### src/rtl/switch_pkg.sv
// Shared switch definitions: MAC/header sizes, lookup FSM state encoding and
// small helpers used by the MAC lookup front end and the table scanner.
package switch_pkg;

   localparam int MAC_W     = 48;
   localparam int HDR_BYTES = 12;
   localparam int HDR_W     = 8 * HDR_BYTES;
   localparam int STAT_W    = 16;

   typedef enum logic [2:0] {
      IDLE   = 3'd0,
      HDR    = 3'd1,
      ISSUE  = 3'd2,
      WAIT   = 3'd3,
      DECIDE = 3'd4
   } state_t;

   // Group bit is the LSB of the first address byte on the wire.
   function automatic logic is_mcast(input logic [7:0] first_byte);
      return first_byte[0];
   endfunction

   function automatic logic [STAT_W-1:0] sat_inc(input logic [STAT_W-1:0] value);
      return (value == {STAT_W{1'b1}}) ? value : value + 1'b1;
   endfunction

endpackage

### src/rtl/mac_hash_fold.sv
// Folds a 48-bit MAC address into an IW-bit table index by XORing IW-bit
// chunks (LSB chunk first, top chunk zero-padded). Purely combinational.
module mac_hash_fold
   import switch_pkg::*;
#(
   parameter int IW = 10
) (
   input  logic [MAC_W-1:0] i_mac,
   output logic [IW-1:0]    o_idx
);

   localparam int NCH = (MAC_W + IW - 1) / IW;

   logic [NCH*IW-1:0] w_padded;

   always_comb begin
      w_padded = (NCH*IW)'(i_mac);
      o_idx    = '0;
      for (int c = 0; c < NCH; c++) begin
         o_idx = o_idx ^ w_padded[c*IW +: IW];
      end
   end

endmodule

### src/rtl/mac_lookup_ctrl.sv
// Per-port MAC learn/lookup front end: parses DA/SA, drives the MAC table and
// issues one forwarding decision per frame. Statistics counters: MAC_CTRL_STATS_EN.
module mac_lookup_ctrl
   import switch_pkg::*;
#(
   parameter  int pPORT_NUM      = 4,
   parameter  int pMAC_MEM_DEPTH = 1024,
   localparam int PW             = $clog2(pPORT_NUM),
   localparam int IW             = $clog2(pMAC_MEM_DEPTH)
) (
   input  logic              iclk,
   input  logic              i_rst,
   input  logic              i_valid,
   input  logic [7:0]        i_data,
   input  logic              i_sof,
   input  logic              i_eof,
   input  logic [PW-1:0]     i_src_port,
   output logic              o_write_enable,
   output logic [PW-1:0]     o_port_num,
   output logic [IW-1:0]     o_MAC_SA,
   output logic [IW-1:0]     o_MAC_DA,
   input  logic [PW-1:0]     i_table_port,
   output logic              o_fwd_valid,
   input  logic              i_fwd_ready,
   output logic [PW-1:0]     o_fwd_port,
   output logic              o_fwd_flood,
   output logic              o_fwd_filter,
   output logic              o_drop,
   output logic [STAT_W-1:0] o_stat_learn,
   output logic [STAT_W-1:0] o_stat_flood,
   output logic [STAT_W-1:0] o_stat_drop
);

   // Decision handshake: o_fwd_valid stays high with o_fwd_port/flood/filter
   // frozen until the cycle i_fwd_ready is sampled high; that edge is the transfer.

   localparam logic [2:0] S_IDLE   = 3'(IDLE);
   localparam logic [2:0] S_HDR    = 3'(HDR);
   localparam logic [2:0] S_ISSUE  = 3'(ISSUE);
   localparam logic [2:0] S_WAIT   = 3'(WAIT);
   localparam logic [2:0] S_DECIDE = 3'(DECIDE);
   localparam logic [3:0] LAST_HDR_BYTE = 4'(HDR_BYTES - 1);

   logic [2:0]       r_state;
   logic [HDR_W-1:0] r_hdr;
   logic [3:0]       r_cnt;
   logic [PW-1:0]    r_src_port;
   logic             r_drop;
   logic [PW-1:0]    r_fwd_port;
   logic             r_fwd_flood;
   logic             r_fwd_filter;

   logic [MAC_W-1:0] w_da;
   logic [MAC_W-1:0] w_sa;
   logic [IW-1:0]    w_da_idx;
   logic [IW-1:0]    w_sa_idx;
   logic             w_in_issue;
   logic             w_busy;
   logic             w_start;

   assign w_da       = r_hdr[HDR_W-1 -: MAC_W];
   assign w_sa       = r_hdr[MAC_W-1:0];
   assign w_in_issue = (r_state == S_ISSUE);
   assign w_busy     = (r_state == S_ISSUE) || (r_state == S_WAIT) || (r_state == S_DECIDE);
   assign w_start    = i_valid && i_sof;

   mac_hash_fold #(.IW(IW)) u_hash_da (
      .i_mac (w_da),
      .o_idx (w_da_idx)
   );

   mac_hash_fold #(.IW(IW)) u_hash_sa (
      .i_mac (w_sa),
      .o_idx (w_sa_idx)
   );

   always_ff @(posedge iclk) begin
      if (i_rst) begin
         r_state      <= S_IDLE;
         r_hdr        <= '0;
         r_cnt        <= '0;
         r_src_port   <= '0;
         r_drop       <= 1'b0;
         r_fwd_port   <= '0;
         r_fwd_flood  <= 1'b0;
         r_fwd_filter <= 1'b0;
      end else begin
         r_drop <= w_busy && w_start;
         case (r_state)
            S_IDLE: begin
               if (w_start) begin
                  r_hdr      <= HDR_W'(i_data);
                  r_src_port <= i_src_port;
                  r_cnt      <= 4'd1;
                  if (i_eof) begin
                     r_drop <= 1'b1;
                  end else begin
                     r_state <= S_HDR;
                  end
               end
            end
            S_HDR: begin
               if (i_valid && i_sof) begin
                  // New frame overrides a partial header; the old one is dropped.
                  r_hdr      <= HDR_W'(i_data);
                  r_src_port <= i_src_port;
                  r_cnt      <= 4'd1;
                  r_drop     <= 1'b1;
                  if (i_eof) begin
                     r_state <= S_IDLE;
                  end
               end else if (i_valid) begin
                  r_hdr <= {r_hdr[HDR_W-9:0], i_data};
                  r_cnt <= r_cnt + 4'd1;
                  if (r_cnt == LAST_HDR_BYTE) begin
                     r_state <= S_ISSUE;
                  end else if (i_eof) begin
                     r_state <= S_IDLE;
                     r_drop  <= 1'b1;
                  end
               end
            end
            S_ISSUE: begin
               r_state <= S_WAIT;
            end
            S_WAIT: begin
               // Table data for the DA index issued last cycle is valid now.
               if (is_mcast(w_da[MAC_W-1 -: 8])) begin
                  r_fwd_flood  <= 1'b1;
                  r_fwd_port   <= '0;
                  r_fwd_filter <= 1'b0;
               end else begin
                  r_fwd_flood  <= 1'b0;
                  r_fwd_port   <= i_table_port;
                  r_fwd_filter <= (i_table_port == r_src_port);
               end
               r_state <= S_DECIDE;
            end
            S_DECIDE: begin
               if (i_fwd_ready) begin
                  r_state <= S_IDLE;
               end
            end
            default: begin
               r_state <= S_IDLE;
            end
         endcase
      end
   end

   assign o_write_enable = w_in_issue && !is_mcast(w_sa[MAC_W-1 -: 8]);
   assign o_port_num     = w_in_issue ? r_src_port : '0;
   assign o_MAC_SA       = w_in_issue ? w_sa_idx : '0;
   assign o_MAC_DA       = w_in_issue ? w_da_idx : '0;
   assign o_fwd_valid    = (r_state == S_DECIDE);
   assign o_fwd_port     = r_fwd_port;
   assign o_fwd_flood    = r_fwd_flood;
   assign o_fwd_filter   = r_fwd_filter;
   assign o_drop         = r_drop;

`ifdef MAC_CTRL_STATS_EN
   logic [STAT_W-1:0] r_stat_learn;
   logic [STAT_W-1:0] r_stat_flood;
   logic [STAT_W-1:0] r_stat_drop;

   always_ff @(posedge iclk) begin
      if (i_rst) begin
         r_stat_learn <= '0;
         r_stat_flood <= '0;
         r_stat_drop  <= '0;
      end else begin
         if (o_write_enable) begin
            r_stat_learn <= sat_inc(r_stat_learn);
         end
         if (o_fwd_valid && i_fwd_ready && r_fwd_flood) begin
            r_stat_flood <= sat_inc(r_stat_flood);
         end
         if (r_drop) begin
            r_stat_drop <= sat_inc(r_stat_drop);
         end
      end
   end

   assign o_stat_learn = r_stat_learn;
   assign o_stat_flood = r_stat_flood;
   assign o_stat_drop  = r_stat_drop;
`else
   assign o_stat_learn = '0;
   assign o_stat_flood = '0;
   assign o_stat_drop  = '0;
`endif

endmodule

### config.mk
export PLATFORM = sky130hd
export DESIGN_NAME = mac_lookup_ctrl
export DESIGN_NICKNAME = d
export VERILOG_FILES = /design/src/rtl/switch_pkg.sv /design/src/rtl/mac_hash_fold.sv /design/src/rtl/mac_lookup_ctrl.sv
export SDC_FILE = /design/constraint.sdc
export NUM_CORES = 1
export LEC_CHECK = 0
export CAP_MARGIN = 20
export CORE_MARGIN = 5
export CORE_UTILIZATION = 30
export CTS_BUF_LIST = sky130_fd_sc_hd__clkbuf_16
export CTS_CLUSTER_SIZE = 40
export DETAILED_ROUTE_END_ITERATION = 12
export GPL_ROUTABILITY_DRIVEN = 0
export SLEW_MARGIN = 15
export SYNTH_ARGS = -nofsm -noshare
export SYNTH_HDL_FRONTEND = slang
export SYNTH_SLANG_ARGS = --single-unit
### constraint.sdc
create_clock -name iclk -period 4.64 [get_ports iclk]
set_input_delay 0.928 -clock iclk [delete_from_list [all_inputs] [get_ports iclk]]
set_output_delay 0.928 -clock iclk [all_outputs]
set_load 0.05 [all_outputs]
==> summary by stage <==
Placement
The half-perimeter wire length of the detailed placement result is between 6000 and 7000 um. After detailed placement, the design holds a cell count of 790. Port buffering added between 40 and 50 buffers.

Power and ir drop
Summed over all nets, the switching power comes to between 0.0004 and 0.0005 W. The part of the total power dissipated in sequential elements is 0.528. The static leakage power is roughly 2 nW. The worst vdd rail ir drop is approximately 170 uV. Of the total power, the clock network draws 0.377. The total power divided by cell area is about 320 nW/um2. Cell internal power was estimated by the tool at roughly 0.0013 W.

The combinational fraction of design power is 0.096. The share of total power consumed by net switching is 0.262.

Setup path
The startpoint type of the worst setup path is a register. In this run the worst path has a maximum fanout of 23. Counting both buffers and inverters, the worst setup path holds a total of 1. The number of cells on the worst reg-to-reg path is 5. The critical path data required time is approximately 3.7 ns. The critical path's slowest cell is sky130_fd_sc_hd__clkdlybuf4s50_1. For this run, the slowest stage of the critical path takes around 0.84 ns. In this run the worst setup path begins at r_state[1]. The critical path's top delay family is simple AND/OR/NAND/NOR gates. The critical path arrival is between 2 and 3 ns. The flop-to-flop setup slack is about 2.6 ns. In this run the worst setup path terminates at o_MAC_SA[5]. Walking the worst path, the cells encountered are nand2b_1 -> or2_2 -> nor2_1 -> clkdlybuf4s50_1. The path length in cells of the critical path is 4. The category of the most critical setup path is reg2out. The worst setup path is captured at an output port. The worst flop-to-flop path endpoint is r_hdr[56]. The reg-to-reg critical path startpoint is r_state[1].

Timing
Setup repair after global routing left no endpoint under its margin. The smallest clock period supported by the final layout is computed as between 3 and 4 ns. The setup skew after layout is ~0.0064 ns. The total count of max-transition violations in the final report is 0. The number of hold-slack violations in the final timing report came to 0. Setup violations remaining at the end of the flow were counted as 0. Setup total negative slack on the finished layout was measured at 0 ns.

The share of the clock period used by the worst path is 0.747. The worst slew margin relative to its limit is 0.345. At the pin with the least slew margin, the transition time is a little under 1 ns.

The fmax is approximately 290 MHz.

CTS
The post-CTS resize count is 0. The TritonCTS clock tree is done. The clock passes through at most 2 buffers.

The number of clock buffers added by TritonCTS is 9. The clock reaches the later pin of the worst-skew pair after 0.34 ns. The post-CTS setup repair buffer count is 0. Clock tree synthesis selected as its root buffer the cell sky130_fd_sc_hd__clkbuf_16. The number of hold buffers added after CTS was 0.

Clock-pin slew was measured on the worst setup and hold paths at approximately 0.07 ns. The clock tree synthesis step divided the H-tree into 3 levels. The number of clock sinks is 110.

Final layout
The post-route non-filler standard cell count is around 810. The growth of design area from synthesis to finish is 13.6%. The layout cell share with drive strength beyond 1 is 0.0408. The net count of the finished layout is about 600.

Fill cells in the final layout number ~1700. 0 antenna diodes ended up in the layout. Once layout is complete, the utilization of the core stands at 0.345.

Routing
Once detail routing completed, the nets flagged for antenna violations numbered 0. The routed via count is around 3600. The count of TritonRoute iterations in the first routing pass is 5.

After detailed routing, the average wire length per cell comes to 12.9 um. The routed wire length is about 10000 um. Using the TritonRoute via totals, the vias-per-cell ratio works out to approximately 4.5. In this run, the number of DRC markers left after iteration 0 of detailed routing was between 300 and 400.

For this run, design rule violations remaining after detail routing come to 0.

Synth
Sorting the synthesized cells by area gives the leading types as sky130_fd_sc_hd__dfxtp_1 (44%), sky130_fd_sc_hd__a22oi_1 (13%), sky130_fd_sc_hd__xnor2_1 (11%), sky130_fd_sc_hd__nor2_1 (9.5%), sky130_fd_sc_hd__buf_4 (7.4%). The synthesis-stage register bit count is 110. The cell count after synthesis is around 560.

The fraction of synthesized cell area taken by the top area cell type is 0.441. Of the synthesized area, sequential elements account for 0.441. The count of warnings emitted by yosys is 0.

After synthesis the cells add up to roughly 5000 um2. In this run the mean area of a mapped cell was 8.91 um2. The distinct cell type count of the synthesized netlist is 33. The largest total area in the synthesized netlist belongs to sky130_fd_sc_hd__dfxtp_1.

Global route
The number of global-route vias before repair was approximately 3400. The first global-routing pass estimated between 15000 and 20000 um of wire. After global routing the overflow that remains totals 0. For this run, the total global-route usage over all layers was measured as 0.108. The number of antenna violations at the first check in global routing came to 0.

The largest net degree at the start of global routing is 113.

Outcome
The run finished with clean final reports.

Min path
The class of the tightest hold or removal check is reg2reg. The launch instance of the worst min-delay path is o_fwd_port[1].

Floorplanning
For this configuration, the core starts out at a cell density of 0.303. The placeable core region is around 16000 um2. The die covers approximately 19000 um2. The initialized floorplan defines 47 standard-cell rows.

The count of pins on the block boundary is between 90 and 100. The die is about 140 um wide. The floorplan die height is 139 um.

Flow run
The tool flagged a number of max-cap violations equal to 0.
-- worst min path at each step --
stage,cells after the start,end
after floorplan,2,r_cnt[2]
after global placement,2,o_fwd_port[1]
after detailed placement,2,o_fwd_port[1]
after CTS,2,o_fwd_port[1]
after global routing,2,r_hdr[5]
final,2,o_fwd_port[1]
-- area by class of cell --
cell class                      instances  area (um2)  share of cell area
Clock inverter                          7        32.5             0.00573
Timing Repair Buffer                   50         505              0.0890
Tap cell                              220         275              0.0485
Inverter                                2        7.51             0.00132
Clock buffer                            9         225              0.0397
Sequential cell                       110        2200               0.388
Multi-Input combinational cell        410        2430               0.428
-- synth_stat cells --
| library cell | number |
|---|---|
| sky130_fd_sc_hd__nor2_1 | 126 |
| sky130_fd_sc_hd__dfxtp_1 | 110 |
| sky130_fd_sc_hd__a22oi_1 | 89 |
| sky130_fd_sc_hd__xnor2_1 | 61 |
| sky130_fd_sc_hd__buf_4 | 49 |
| sky130_fd_sc_hd__clkbuf_1 | 30 |
| sky130_fd_sc_hd__nand2_1 | 19 |
| sky130_fd_sc_hd__xor2_1 | 18 |
| sky130_fd_sc_hd__a21oi_1 | 15 |
| sky130_fd_sc_hd__buf_6 | 4 |
| sky130_fd_sc_hd__nand2b_1 | 4 |
| sky130_fd_sc_hd__buf_2 | 3 |
| sky130_fd_sc_hd__mux2i_1 | 3 |
| sky130_fd_sc_hd__nor4_1 | 3 |
| sky130_fd_sc_hd__a2111oi_0 | 2 |
| sky130_fd_sc_hd__a211oi_1 | 2 |
| sky130_fd_sc_hd__inv_1 | 2 |
| sky130_fd_sc_hd__nand3_1 | 2 |
| sky130_fd_sc_hd__nand3b_1 | 2 |
| sky130_fd_sc_hd__nor3_2 | 2 |
| sky130_fd_sc_hd__nor3b_1 | 2 |
| sky130_fd_sc_hd__or3_1 | 2 |
| sky130_fd_sc_hd__a21o_1 | 1 |
| sky130_fd_sc_hd__and2_1 | 1 |
| sky130_fd_sc_hd__conb_1 | 1 |
| sky130_fd_sc_hd__ha_1 | 1 |
| sky130_fd_sc_hd__nand2b_4 | 1 |
| sky130_fd_sc_hd__nor3_1 | 1 |
| sky130_fd_sc_hd__nor4bb_1 | 1 |
| sky130_fd_sc_hd__o21bai_1 | 1 |
| sky130_fd_sc_hd__o31ai_1 | 1 |
| sky130_fd_sc_hd__or2_2 | 1 |
| sky130_fd_sc_hd__or4_1 | 1 |
-- tightest hold or removal path, stage by stage, from the launching register on --
cell and delay [ns]:
sky130_fd_sc_hd__dfxtp_1 0.33, sky130_fd_sc_hd__a21oi_1 0.06, sky130_fd_sc_hd__nor2_1 0.07
-- power groups by stage --
stage / registers, W / logic [W] / clock network, W
after global routing: 0.000957 / 0.000184 / 0.000749
after floorplan: 0.000977 / 0.000177 / 0
after detailed placement: 0.000979 / 0.000169 / 0
after CTS: 0.000957 / 0.000169 / 0.000706
final: 0.000957 / 0.000173 / 0.000683
after global placement: 0.000978 / 0.000168 / 0
-- metal layers --
metal  vias up  wire [um]  track usage
met4         0        141       0.0345
met5         -          0            0
met1      1689       4890        0.143
li1       1843          -            -
met3        12        570       0.0300
met2        90       4820        0.170
-- cells in the final DEF, fill, tap and decap left out, types with 2 or more instances in the layout --
master                            netlist  routed
sky130_fd_sc_hd__inv_1                  2       3
sky130_fd_sc_hd__dfxtp_1              110     110
sky130_fd_sc_hd__xnor2_1               61      61
sky130_fd_sc_hd__conb_1                 1      48
sky130_fd_sc_hd__a211oi_1               2       2
sky130_fd_sc_hd__clkinv_2               0       5
sky130_fd_sc_hd__xor2_1                18      18
sky130_fd_sc_hd__a2111oi_0              2       2
sky130_fd_sc_hd__nand2_1               19      19
sky130_fd_sc_hd__clkdlybuf4s50_1        0      45
sky130_fd_sc_hd__mux2i_1                3       3
sky130_fd_sc_hd__nor2_1               126     126
sky130_fd_sc_hd__a21oi_1               15      15
sky130_fd_sc_hd__nand2b_1               4       4
sky130_fd_sc_hd__buf_4                 49       3
sky130_fd_sc_hd__nand3_1                2       2
sky130_fd_sc_hd__nor3b_1                2       2
sky130_fd_sc_hd__clkbuf_16              0       9
sky130_fd_sc_hd__nand3b_1               2       2
sky130_fd_sc_hd__a22oi_1               89      89
sky130_fd_sc_hd__nor4_1                 3       3
-- per-stage QoR --
stage | cell area (um2) | hold slack (ns) | total power, W | worst slack (ns)
2_1_floorplan | 5170 | 0.460 | 0.00115 | 1.89
3_3_place_gp | 5390 | 0.473 | 0.00115 | 1.56
3_5_place_dp | 5390 | 0.479 | 0.00115 | 1.49
4_1_cts | 5650 | 0.495 | 0.00183 | 1.14
5_1_grt | 5680 | 0.521 | 0.00189 | 0.991
6_report | 5680 | 0.491 | 0.00181 | 1.17
-- cell families (layout without fill, tap and decap cells) --
family / after synthesis / in the layout / share of synthesized area
AOI/OAI and AO/OA: 111 / 111 / 0.160
adders and majority gates: 1 / 1 / 0.00250
muxes: 3 / 3 / 0.00601
DFF: 110 / 110 / 0.441
other: 1 / 48 / 0.000751
and+or+nand+nor: 168 / 168 / 0.142
xor gates and xnor gates: 79 / 79 / 0.138
buffers and inverters: 88 / 68 / 0.110
-- state kept, by name, summed over array words and instances, names as in the netlist --
signal	flops
r_hdr	96
r_cnt	4
r_state	3
o_fwd_port	2
r_src_port	2
o_drop	1
o_fwd_filter	1
o_fwd_flood	1
(Power assumes the default switching activity.)
